## src/rtl/cpu_mem_access_unit_pkg.sv

```systemverilog
// Shared types for the CPU load/store engine.
//   mem_acc_state_t : engine FSM states
//   mem_size_t      : access size / extension encoding (funct3)
//   norm_size()     : maps a raw funct3 onto a legal size (reserved codes -> word)
package cpu_mem_access_unit_pkg;

  typedef enum logic [1:0] {
    IDLE = 2'b00,
    BUS  = 2'b01,
    DONE = 2'b10,
    ERR  = 2'b11
  } mem_acc_state_t;

  typedef enum logic [2:0] {
    MEM_B  = 3'b000,
    MEM_H  = 3'b001,
    MEM_W  = 3'b010,
    MEM_BU = 3'b100,
    MEM_HU = 3'b101
  } mem_size_t;

  // Reserved encodings (011, 110, 111) behave as a full word access.
  function automatic mem_size_t norm_size(input logic [2:0] funct3);
    case (funct3)
      3'b000:  return MEM_B;
      3'b001:  return MEM_H;
      3'b100:  return MEM_BU;
      3'b101:  return MEM_HU;
      default: return MEM_W;
    endcase
  endfunction

endpackage

```

## src/rtl/cpu_mem_access_unit_load_aligner.sv

```systemverilog
// Combinational load aligner: picks the addressed byte/half out of a bus word
// and sign- or zero-extends it to 32 bits.
//   rdata_i   : raw 32-bit bus read word
//   addr_lo_i : byte offset within the word
//   size_i    : access size / extension
//   data_o    : aligned, extended load result
module cpu_load_aligner
  import cpu_mem_access_unit_pkg::*;
(
  input  logic [31:0] rdata_i,
  input  logic [1:0]  addr_lo_i,
  input  mem_size_t   size_i,
  output logic [31:0] data_o
);

  logic [7:0]  byte_s;
  logic [15:0] half_s;

  // Lane selection for byte and halfword loads.
  always_comb begin
    byte_s = 8'h00;
    half_s = 16'h0000;
    case (addr_lo_i)
      2'b00:   byte_s = rdata_i[7:0];
      2'b01:   byte_s = rdata_i[15:8];
      2'b10:   byte_s = rdata_i[23:16];
      2'b11:   byte_s = rdata_i[31:24];
      default: byte_s = 8'h00;
    endcase
    if (addr_lo_i[1]) begin
      half_s = rdata_i[31:16];
    end else begin
      half_s = rdata_i[15:0];
    end
  end

  // Extension according to access size.
  always_comb begin
    data_o = 32'h0000_0000;
    case (size_i)
      MEM_B:   data_o = {{24{byte_s[7]}}, byte_s};
      MEM_BU:  data_o = {24'h00_0000, byte_s};
      MEM_H:   data_o = {{16{half_s[15]}}, half_s};
      MEM_HU:  data_o = {16'h0000, half_s};
      MEM_W:   data_o = rdata_i;
      default: data_o = rdata_i;
    endcase
  end

endmodule

```

## src/rtl/cpu_mem_access_unit.sv

```systemverilog
// Load/store engine between the multicycle CPU datapath and the memory bus.
// One core access becomes one bus transaction with byte enables; the load
// result comes back aligned and extended with a one-cycle done pulse.
//   clk_i, rst_ni      : clock (rising edge), async active-low reset
//   acc_*_i            : core request (sampled only while idle)
//   acc_rdata_o        : load result, valid with acc_done_o
//   acc_done_o         : one-cycle completion pulse (ok or error)
//   acc_busy_o         : core must stall while high
//   acc_misalign_o     : with done, misaligned address, no bus cycle issued
//   acc_bus_err_o      : with done, bus acknowledge timed out
//   bus_*_o / bus_*_i  : memory bus request side / response side
module cpu_mem_access_unit
  import cpu_mem_access_unit_pkg::*;
#(
  parameter int TIMEOUT_CYC = 255,
  parameter int ADDR_W      = 32
) (
  input  logic              clk_i,
  input  logic              rst_ni,
  input  logic              acc_req_i,
  input  logic              acc_we_i,
  input  logic [2:0]        acc_funct3_i,
  input  logic [ADDR_W-1:0] acc_addr_i,
  input  logic [31:0]       acc_wdata_i,
  output logic [31:0]       acc_rdata_o,
  output logic              acc_done_o,
  output logic              acc_busy_o,
  output logic              acc_misalign_o,
  output logic              acc_bus_err_o,
  output logic              bus_req_o,
  output logic              bus_we_o,
  output logic [ADDR_W-1:0] bus_addr_o,
  output logic [3:0]        bus_be_o,
  output logic [31:0]       bus_wdata_o,
  input  logic              bus_ack_i,
  input  logic [31:0]       bus_rdata_i
);

  localparam int CNT_W = (TIMEOUT_CYC > 1) ? $clog2(TIMEOUT_CYC) : 1;
  localparam logic [CNT_W-1:0] CNT_LAST = CNT_W'(TIMEOUT_CYC - 1);

  mem_acc_state_t    state_q;
  mem_size_t         size_q;
  logic [1:0]        addr_lo_q;
  logic [CNT_W-1:0]  cnt_q;
  logic [31:0]       acc_rdata_q;
  logic              acc_done_q, acc_busy_q, acc_misalign_q, acc_bus_err_q;
  logic              bus_req_q, bus_we_q;
  logic [ADDR_W-1:0] bus_addr_q;
  logic [3:0]        bus_be_q;
  logic [31:0]       bus_wdata_q;

  mem_size_t   size_d;
  logic        misalign_d;
  logic [3:0]  be_d;
  logic [31:0] wdata_d;
  logic [31:0] load_data_s;

  // Decode the incoming request: size, alignment, lane enables, replicated data.
  always_comb begin
    size_d     = norm_size(acc_funct3_i);
    misalign_d = 1'b0;
    be_d       = 4'b1111;
    wdata_d    = acc_wdata_i;
    case (size_d)
      MEM_B, MEM_BU: begin
        be_d    = 4'b0001 << acc_addr_i[1:0];
        wdata_d = {4{acc_wdata_i[7:0]}};
      end
      MEM_H, MEM_HU: begin
        misalign_d = acc_addr_i[0];
        be_d       = 4'b0011 << {acc_addr_i[1], 1'b0};
        wdata_d    = {2{acc_wdata_i[15:0]}};
      end
      MEM_W: begin
        misalign_d = (acc_addr_i[1:0] != 2'b00);
      end
      default: begin
        misalign_d = (acc_addr_i[1:0] != 2'b00);
      end
    endcase
  end

  cpu_load_aligner u_aligner (
    .rdata_i   (bus_rdata_i),
    .addr_lo_i (addr_lo_q),
    .size_i    (size_q),
    .data_o    (load_data_s)
  );

  // Access FSM with registered outputs and bus-wait timeout.
  always_ff @(posedge clk_i or negedge rst_ni) begin
    if (!rst_ni) begin
      state_q        <= IDLE;
      size_q         <= MEM_W;
      addr_lo_q      <= 2'b00;
      cnt_q          <= '0;
      acc_rdata_q    <= 32'h0000_0000;
      acc_done_q     <= 1'b0;
      acc_busy_q     <= 1'b0;
      acc_misalign_q <= 1'b0;
      acc_bus_err_q  <= 1'b0;
      bus_req_q      <= 1'b0;
      bus_we_q       <= 1'b0;
      bus_addr_q     <= '0;
      bus_be_q       <= 4'b0000;
      bus_wdata_q    <= 32'h0000_0000;
    end else begin
      case (state_q)
        IDLE: begin
          if (acc_req_i) begin
            size_q     <= size_d;
            addr_lo_q  <= acc_addr_i[1:0];
            acc_busy_q <= 1'b1;
            if (misalign_d) begin
              state_q        <= ERR;
              acc_done_q     <= 1'b1;
              acc_misalign_q <= 1'b1;
            end else begin
              state_q     <= BUS;
              cnt_q       <= '0;
              bus_req_q   <= 1'b1;
              bus_we_q    <= acc_we_i;
              bus_addr_q  <= {acc_addr_i[ADDR_W-1:2], 2'b00};
              bus_be_q    <= be_d;
              bus_wdata_q <= wdata_d;
            end
          end else begin
            state_q <= IDLE;
          end
        end
        BUS: begin
          // Acknowledge takes priority over an expiring timeout.
          if (bus_ack_i) begin
            state_q     <= DONE;
            bus_req_q   <= 1'b0;
            acc_done_q  <= 1'b1;
            acc_rdata_q <= load_data_s;
          end else if ((TIMEOUT_CYC != 0) && (cnt_q == CNT_LAST)) begin
            state_q       <= ERR;
            bus_req_q     <= 1'b0;
            acc_done_q    <= 1'b1;
            acc_bus_err_q <= 1'b1;
          end else begin
            cnt_q <= cnt_q + 1'b1;
          end
        end
        DONE: begin
          state_q     <= IDLE;
          acc_done_q  <= 1'b0;
          acc_busy_q  <= 1'b0;
          acc_rdata_q <= 32'h0000_0000;
        end
        ERR: begin
          state_q        <= IDLE;
          acc_done_q     <= 1'b0;
          acc_busy_q     <= 1'b0;
          acc_misalign_q <= 1'b0;
          acc_bus_err_q  <= 1'b0;
        end
        default: begin
          state_q        <= IDLE;
          acc_done_q     <= 1'b0;
          acc_busy_q     <= 1'b0;
          acc_misalign_q <= 1'b0;
          acc_bus_err_q  <= 1'b0;
          bus_req_q      <= 1'b0;
        end
      endcase
    end
  end

  assign acc_rdata_o    = acc_rdata_q;
  assign acc_done_o     = acc_done_q;
  assign acc_busy_o     = acc_busy_q;
  assign acc_misalign_o = acc_misalign_q;
  assign acc_bus_err_o  = acc_bus_err_q;
  assign bus_req_o      = bus_req_q;
  assign bus_we_o       = bus_we_q;
  assign bus_addr_o     = bus_addr_q;
  assign bus_be_o       = bus_be_q;
  assign bus_wdata_o    = bus_wdata_q;

endmodule

```

## config.mk

```make
export PLATFORM = sky130hd
export DESIGN_NAME = cpu_mem_access_unit
export DESIGN_NICKNAME = d
export VERILOG_FILES = /design/src/rtl/cpu_mem_access_unit_pkg.sv /design/src/rtl/cpu_mem_access_unit_load_aligner.sv /design/src/rtl/cpu_mem_access_unit.sv
export SDC_FILE = /design/constraint.sdc
export NUM_CORES = 1
export LEC_CHECK = 0
export ABC_AREA = 1
export BUFFER_PORTS_ARGS = -buffer_cell sky130_fd_sc_hd__buf_2
export CAP_MARGIN = 15
export CORE_MARGIN = 2
export CORE_UTILIZATION = 50
export CTS_CLUSTER_SIZE = 24
export DETAILED_ROUTE_END_ITERATION = 6
export MAX_ROUTING_LAYER = met4
export PLACE_DENSITY = 0.9
export SLEW_MARGIN = 10
export SYNTH_ARGS = -nofsm -noshare
export SYNTH_HDL_FRONTEND = slang
export SYNTH_SLANG_ARGS = --single-unit
```

## constraint.sdc

```tcl
create_clock -name clk_i -period 2.1 [get_ports clk_i]
set_clock_uncertainty 0.15 [all_clocks]
set_input_delay 0.63 -clock clk_i [delete_from_list [all_inputs] [get_ports clk_i]]
set_output_delay 0.63 -clock clk_i [all_outputs]
set_load 0.03 [all_outputs]
```

After elaboration in Yosys (flattened, before gate mapping)

Index checks and enable logic that the tools add are counted.
W data, S select, Z words.

Add/subtract/negate cells: 1
Eq/ne operators: 24
Shift operators: 2
Muxes and demuxes: 34
Bitwise gates (word level): 1
Reductions and logical operators: 23

Operator list:

| operator              | count |
|---|---|
| $pmux W32 S2          | 2 |
| $pmux W32 S4          | 1 |
| $mux W32              | 1 |
| $mux W8               | 4 |
| $pmux W8 S4           | 1 |
| $eq A3 B3 Y1 const B  | 6 |
| $mux W16              | 1 |
| $pmux W8 S2           | 1 |
| $ne A2 B2 Y1 const B  | 7 |
| $pmux W3 S4           | 1 |
| $reduce_and A3 Y1     | 4 |
| $reduce_bool A2 Y1    | 6 |
| $mux W1               | 10 |
| $pmux W1 S2           | 5 |
| $eq A3 B1 Y1 const B  | 3 |
| $logic_not A3 Y1      | 3 |
| $add A8 B1 Y8 const B | 1 |
| $eq A2 B2 Y1 const B  | 4 |
| $eq A8 B8 Y1 const B  | 1 |
| $mux W2               | 4 |
| $pmux W4 S2           | 1 |
| $pmux W2 S3           | 1 |
| $reduce_and A2 Y1     | 3 |
| $reduce_or A2 Y1      | 3 |
| 9 further kinds       | 11 |

Register bits after elaboration: 119
Input bits: 104
Logic and storage cells: 99

Longest topological paths before layout

Depth after elaboration: 8
Mapped depth: 9
Mapped depth without buffers: 9

Cells and area by module

From an unflattened synthesis, not the netlist that was laid out.

Cell total of the unflattened synthesis: 769
Area, all modules: 6,169.7 um^2

By module, submodules not included:

| module              | times used | cells each | area each (um^2) |
|---|---|---|---|
| cpu_mem_access_unit | 1          | 599        | 5,246.3 |
| cpu_load_aligner    | 1          | 170        | 923.4 |

Least setup slack after synthesis

Ideal clock, no wire load.

Path type: input port to flip-flop
Start point: input port acc_funct3_i[1]
End point: register cnt_q[5]
Setup time: 128 ps
Arrival: 1,415 ps
Data required time: 1,822 ps
Slack: 408 ps
Stages: 6
Cells stage by stage: buf_6 nor2_4 nand3b_1 nand2_1 nor2_2 o21ai_0

Longest elaborated chain between the ends: 7
Elaborated cells on any way between the ends: 14

Ends and longest elaborated chain:

| what                                 | RTL line                      | source |
|---|---|---|
| start, declared                      | cpu_mem_access_unit.sv:22     | `input logic [2:0] acc_funct3_i,` |
| $eq A3 B3 Y1 (tied with other cells) | cpu_mem_access_unit_pkg.sv:24 | `case (funct3)` |
| $pmux W3 S4 (*)                      | cpu_mem_access_unit_pkg.sv:24 |  |
| $eq A3 B1 Y1 (tied with other cells) | cpu_mem_access_unit.sv:65     | `case (size_d)` |
| $reduce_or A2 Y1                     | cpu_mem_access_unit.sv:65     |  |
| $pmux W1 S2 (*)                      | cpu_mem_access_unit.sv:65     |  |
| $ne A2 B2 Y1 (no line) (*)           | n/a                           |  |
| $reduce_and A5 Y1 (no line) (*)      | n/a                           |  |
| end signal, assigned                 | cpu_mem_access_unit.sv:145    | `cnt_q <= cnt_q + 1'b1;` |
| end, declared                        | cpu_mem_access_unit.sv:45     | `logic [CNT_W-1:0] cnt_q;` |

Mark *: on every way between the ends. The rest lies on a longest branch, timed or not.
A chain may end at the register's enable or synchronous reset.

Final worst setup path

Start point: register bus_wdata_q[24] (netlist: bus_wdata_o[24])
End point: output port bus_wdata_o[24]

RTL lines:

| what                   | RTL line                   | source |
|---|---|---|
| start, declared        | cpu_mem_access_unit.sv:51  | `logic [31:0] bus_wdata_q;` |
| start signal, assigned | cpu_mem_access_unit.sv:126 | `bus_wdata_q <= wdata_d;` |
| end, declared          | cpu_mem_access_unit.sv:34  | `output logic [31:0] bus_wdata_o,` |

No word-level cell between the ends.

==> qor.yml <==
clock_tree.root_cell: "sky130_fd_sc_hd__clkbuf_16"
max-cap-violations: 0
critical_path_fanouts_max: 2
cts_max_path_buffers: 2
timing.reg2reg.worst_path_depth: 5
vertical_die_dimension_um: 110
grt_antenna_before_repair: 0
clock-sinks: 119
max_clock_freq_mhz: 564
h-tree-depth: 4
synth-seq-area-share: 0.529
gp_routability_congestion: 0.890
clk-insertion-delay-late_ns: 0.40
peak_per_stage_delay_on_the_critical_path_ns: 0.38
drtAntennaViolNets: 0
postLayoutCellArea_um2: 7540
number_of_placed_i_o_pins: 210
p_int_uw: 7130
detailedPlace.worstSlack_ns: 0.113
critPathCapture: "bus_wdata_o[24]"
crit_path_cell_trace: "buf_2"
gr-usage-met2: 0.439
p_per_area_nw_per_um2: 1710
p_clk_frac: 0.255
syn-mean-instance-area_um2: 7.90
synth-warning-count: 0
ys_types: 37
regToRegEndpoint: "acc_rdata_o[2]"
comb_power_share: 0.438
cts_tree: "built"
global_route.overflow_total: 0
period_share: 0.845
ff2ff_setup_slack_ns: 0.35
layout_setup_ws_ns: 0.326
yosys_register_bits: 119
finalCriticalPeriod_ns: 1.77
grt_setup_unrepaired: "no"
initial_core_util: 0.515
grt-busiest-layer: "met2"
crit_start: "bus_wdata_o[24]"
postSynthCellCount: 713
post_cts.resized_instances: 0
hold_buffers: 0
sequentialPowerShare: 0.307
clkTransAtPathRegs_ns: 0.06
dpl_cell_area_um2: 6870
global_route_track_usage_on_met3: 0.0506
vias_in_the_first_global_route: 5293
path_buf_inv: 1
timing.critical_path.slowest_stage_cell: "sky130_fd_sc_hd__dfrtp_1"
net-switching-power_uw: 5760
regToRegStartpoint: "size_q[1]"
status: "finished clean"
worst-path-stages: 1
final_number_of_hold_violating_endpoints: 0
placement_rows: 38
grt_util_all_layers: 0.269
peak_supply_drop_uv: 1060
cpLargestDelayFamily: "flip-flops"
timing.hold.worst.class: "primary input to async pin"
detail_route.iter0.violations: 479
slew_viol_final: 0
cp_data_required_time_ns: 1.32
dp.cells: 1048
setup_total_negative_slack_ns: 0
drive_above_1_share: 0.304
grt_first_pass_wirelength_um: 24600
crit_arrival_ns: 0.99
netlist_area_um2: 5630
drt-wirelength-per-cell_um: 14.5
area_delta_synth_final_pct: 33.9
num-nets-final: 1033
route.detailed.drc: 0
worst_setup_path_end_kind: "output pin"
area_of_the_die_um2: 12100
port-buffer-count: 207
grt.met1_usage: 0.338
total_leakage_power_uw: 0.00421
post_drt_via_cell_ratio: 5.20
cts_made_buffers: 17
first_pass_iters: 6
timing_worst_setup_path_type: "register to output pin"
dpl.hpwl_um: 11400
final_cell_count_no_fill: 1080
grt_start_max_net_pins: 54
routed-via-count: 5613
startpoint_type: "register"
power_switching_share: 0.446
routed_wl_um: 15700
floorplan.core_area_um2: 10900
finalSetupViolCount: 0
die_width_um: 110
post-cts-setup-buffers: 0
antenna_diode_count: 0
-- layout make-up --
cell class / count / area, µm²
Fill cell: 862 / 3390
Sequential cell: 119 / 2980
Multi-Input combinational cell: 524 / 2320
Timing Repair Buffer: 228 / 1260
Clock buffer: 19 / 453
Clock inverter: 13 / 216
Tap cell: 140 / 175
Inverter: 37 / 141
-- flip-flops by register name, indices dropped and copies added, names as in the netlist --
signal / count
acc_bus_err_o: 1
acc_busy_o: 1
acc_done_o: 1
acc_misalign_o: 1
acc_rdata_o: 32
addr_lo_q: 2
bus_addr_o: 30
bus_be_o: 4
bus_req_o: 1
bus_wdata_o: 32
bus_we_o: 1
cnt_q: 8
size_q: 3
state_q: 2
-- layout by cell type, fill, tap and decap left out, types with 3 or more instances in the layout --
cell,synthesis,final
sky130_fd_sc_hd__nand2_1,317,317
sky130_fd_sc_hd__buf_2,19,206
sky130_fd_sc_hd__dfrtp_1,118,118
sky130_fd_sc_hd__o21ai_0,53,53
sky130_fd_sc_hd__nor2_1,47,47
sky130_fd_sc_hd__a21oi_1,32,32
sky130_fd_sc_hd__inv_1,31,31
sky130_fd_sc_hd__nand3_1,22,22
sky130_fd_sc_hd__clkbuf_16,0,17
sky130_fd_sc_hd__buf_4,6,17
sky130_fd_sc_hd__a31oi_1,12,12
sky130_fd_sc_hd__inv_2,5,5
sky130_fd_sc_hd__bufinv_16,0,5
sky130_fd_sc_hd__buf_12,0,5
sky130_fd_sc_hd__o211ai_1,4,4
sky130_fd_sc_hd__clkinv_4,0,4
sky130_fd_sc_hd__o21ai_2,3,3
sky130_fd_sc_hd__nor2_2,3,3
sky130_fd_sc_hd__nand2_2,3,3
sky130_fd_sc_hd__nor2_4,3,3
sky130_fd_sc_hd__o21ai_1,3,3
sky130_fd_sc_hd__xor2_1,3,3
sky130_fd_sc_hd__inv_6,0,3
-- power groups by stage --
stage / logic, µW / clock network (µW) / registers, µW
after floorplan: 2140 / 0 / 5700
after global placement: 5490 / 0 / 3950
after detailed placement: 5640 / 0 / 3940
after CTS: 5660 / 3300 / 3950
after global routing: 6140 / 3430 / 4070
final: 5650 / 3290 / 3960
-- how the worst min path moves through the flow --
stage,startpoint,to,depth (start not counted)
4_1_cts,rst_ni,acc_rdata_o[0],1
5_1_grt,rst_ni,acc_rdata_o[22],1
2_1_floorplan,rst_ni,acc_bus_err_o,0
3_3_place_gp,bus_req_o,bus_req_o,2
3_5_place_dp,acc_rdata_o[23],acc_rdata_o[23],2
6_report,rst_ni,acc_rdata_o[0],1
-- logic make-up (layout without fill, tap and decap cells) --
logic type | count (synthesis) | in the layout | share of synthesized area
adder cells (fa/ha/maj) | 2 | 2 | 0.00444
flip-flops | 119 | 119 | 0.529
AND/OR/NAND/NOR | 406 | 406 | 0.294
buffers and inverters | 71 | 297 | 0.0600
other | 1 | 2 | 0.000666
AO/OA/AOI/OAI | 110 | 110 | 0.106
XOR/XNOR | 4 | 4 | 0.00622
-- synth_stat cells, drive strengths merged --
master / instances / share of area
buf: 29 / 0.032
nand3b: 1 / 0.0013
inv: 37 / 0.025
nand3: 26 / 0.029
o211ai: 4 / 0.0053
nand2: 321 / 0.22
xor2: 3 / 0.0047
nor2: 53 / 0.041
o21ai: 59 / 0.054
a31oi: 12 / 0.013
nand4: 1 / 0.0011
dfstp: 1 / 0.0047
o2111ai: 1 / 0.0016
xnor2: 1 / 0.0016
or2: 1 / 0.0011
nor3: 3 / 0.0036
dfrtp: 118 / 0.52
a21oi: 32 / 0.028
clkbuf: 5 / 0.0033
o21a: 1 / 0.0013
conb: 1 / 0.00067
a22o: 1 / 0.0016
ha: 2 / 0.0044
-- through the flow --
step	hold WS, ns	util	total power, µW
5_1_grt	0.0561	0.690	13600
3_3_place_gp	0.303	0.628	9430
6_report	0.0251	0.690	12900
3_5_place_dp	0.310	0.628	9580
4_1_cts	0.0329	0.690	12900
2_1_floorplan	0.184	-	7840
-- routing by layer --
layer	wire, µm	part of all wire
met1	6550	0.42
met2	7610	0.49
met3	1180	0.075
met4	332	0.021
met5	0	0
(Power assumes the default switching activity.)
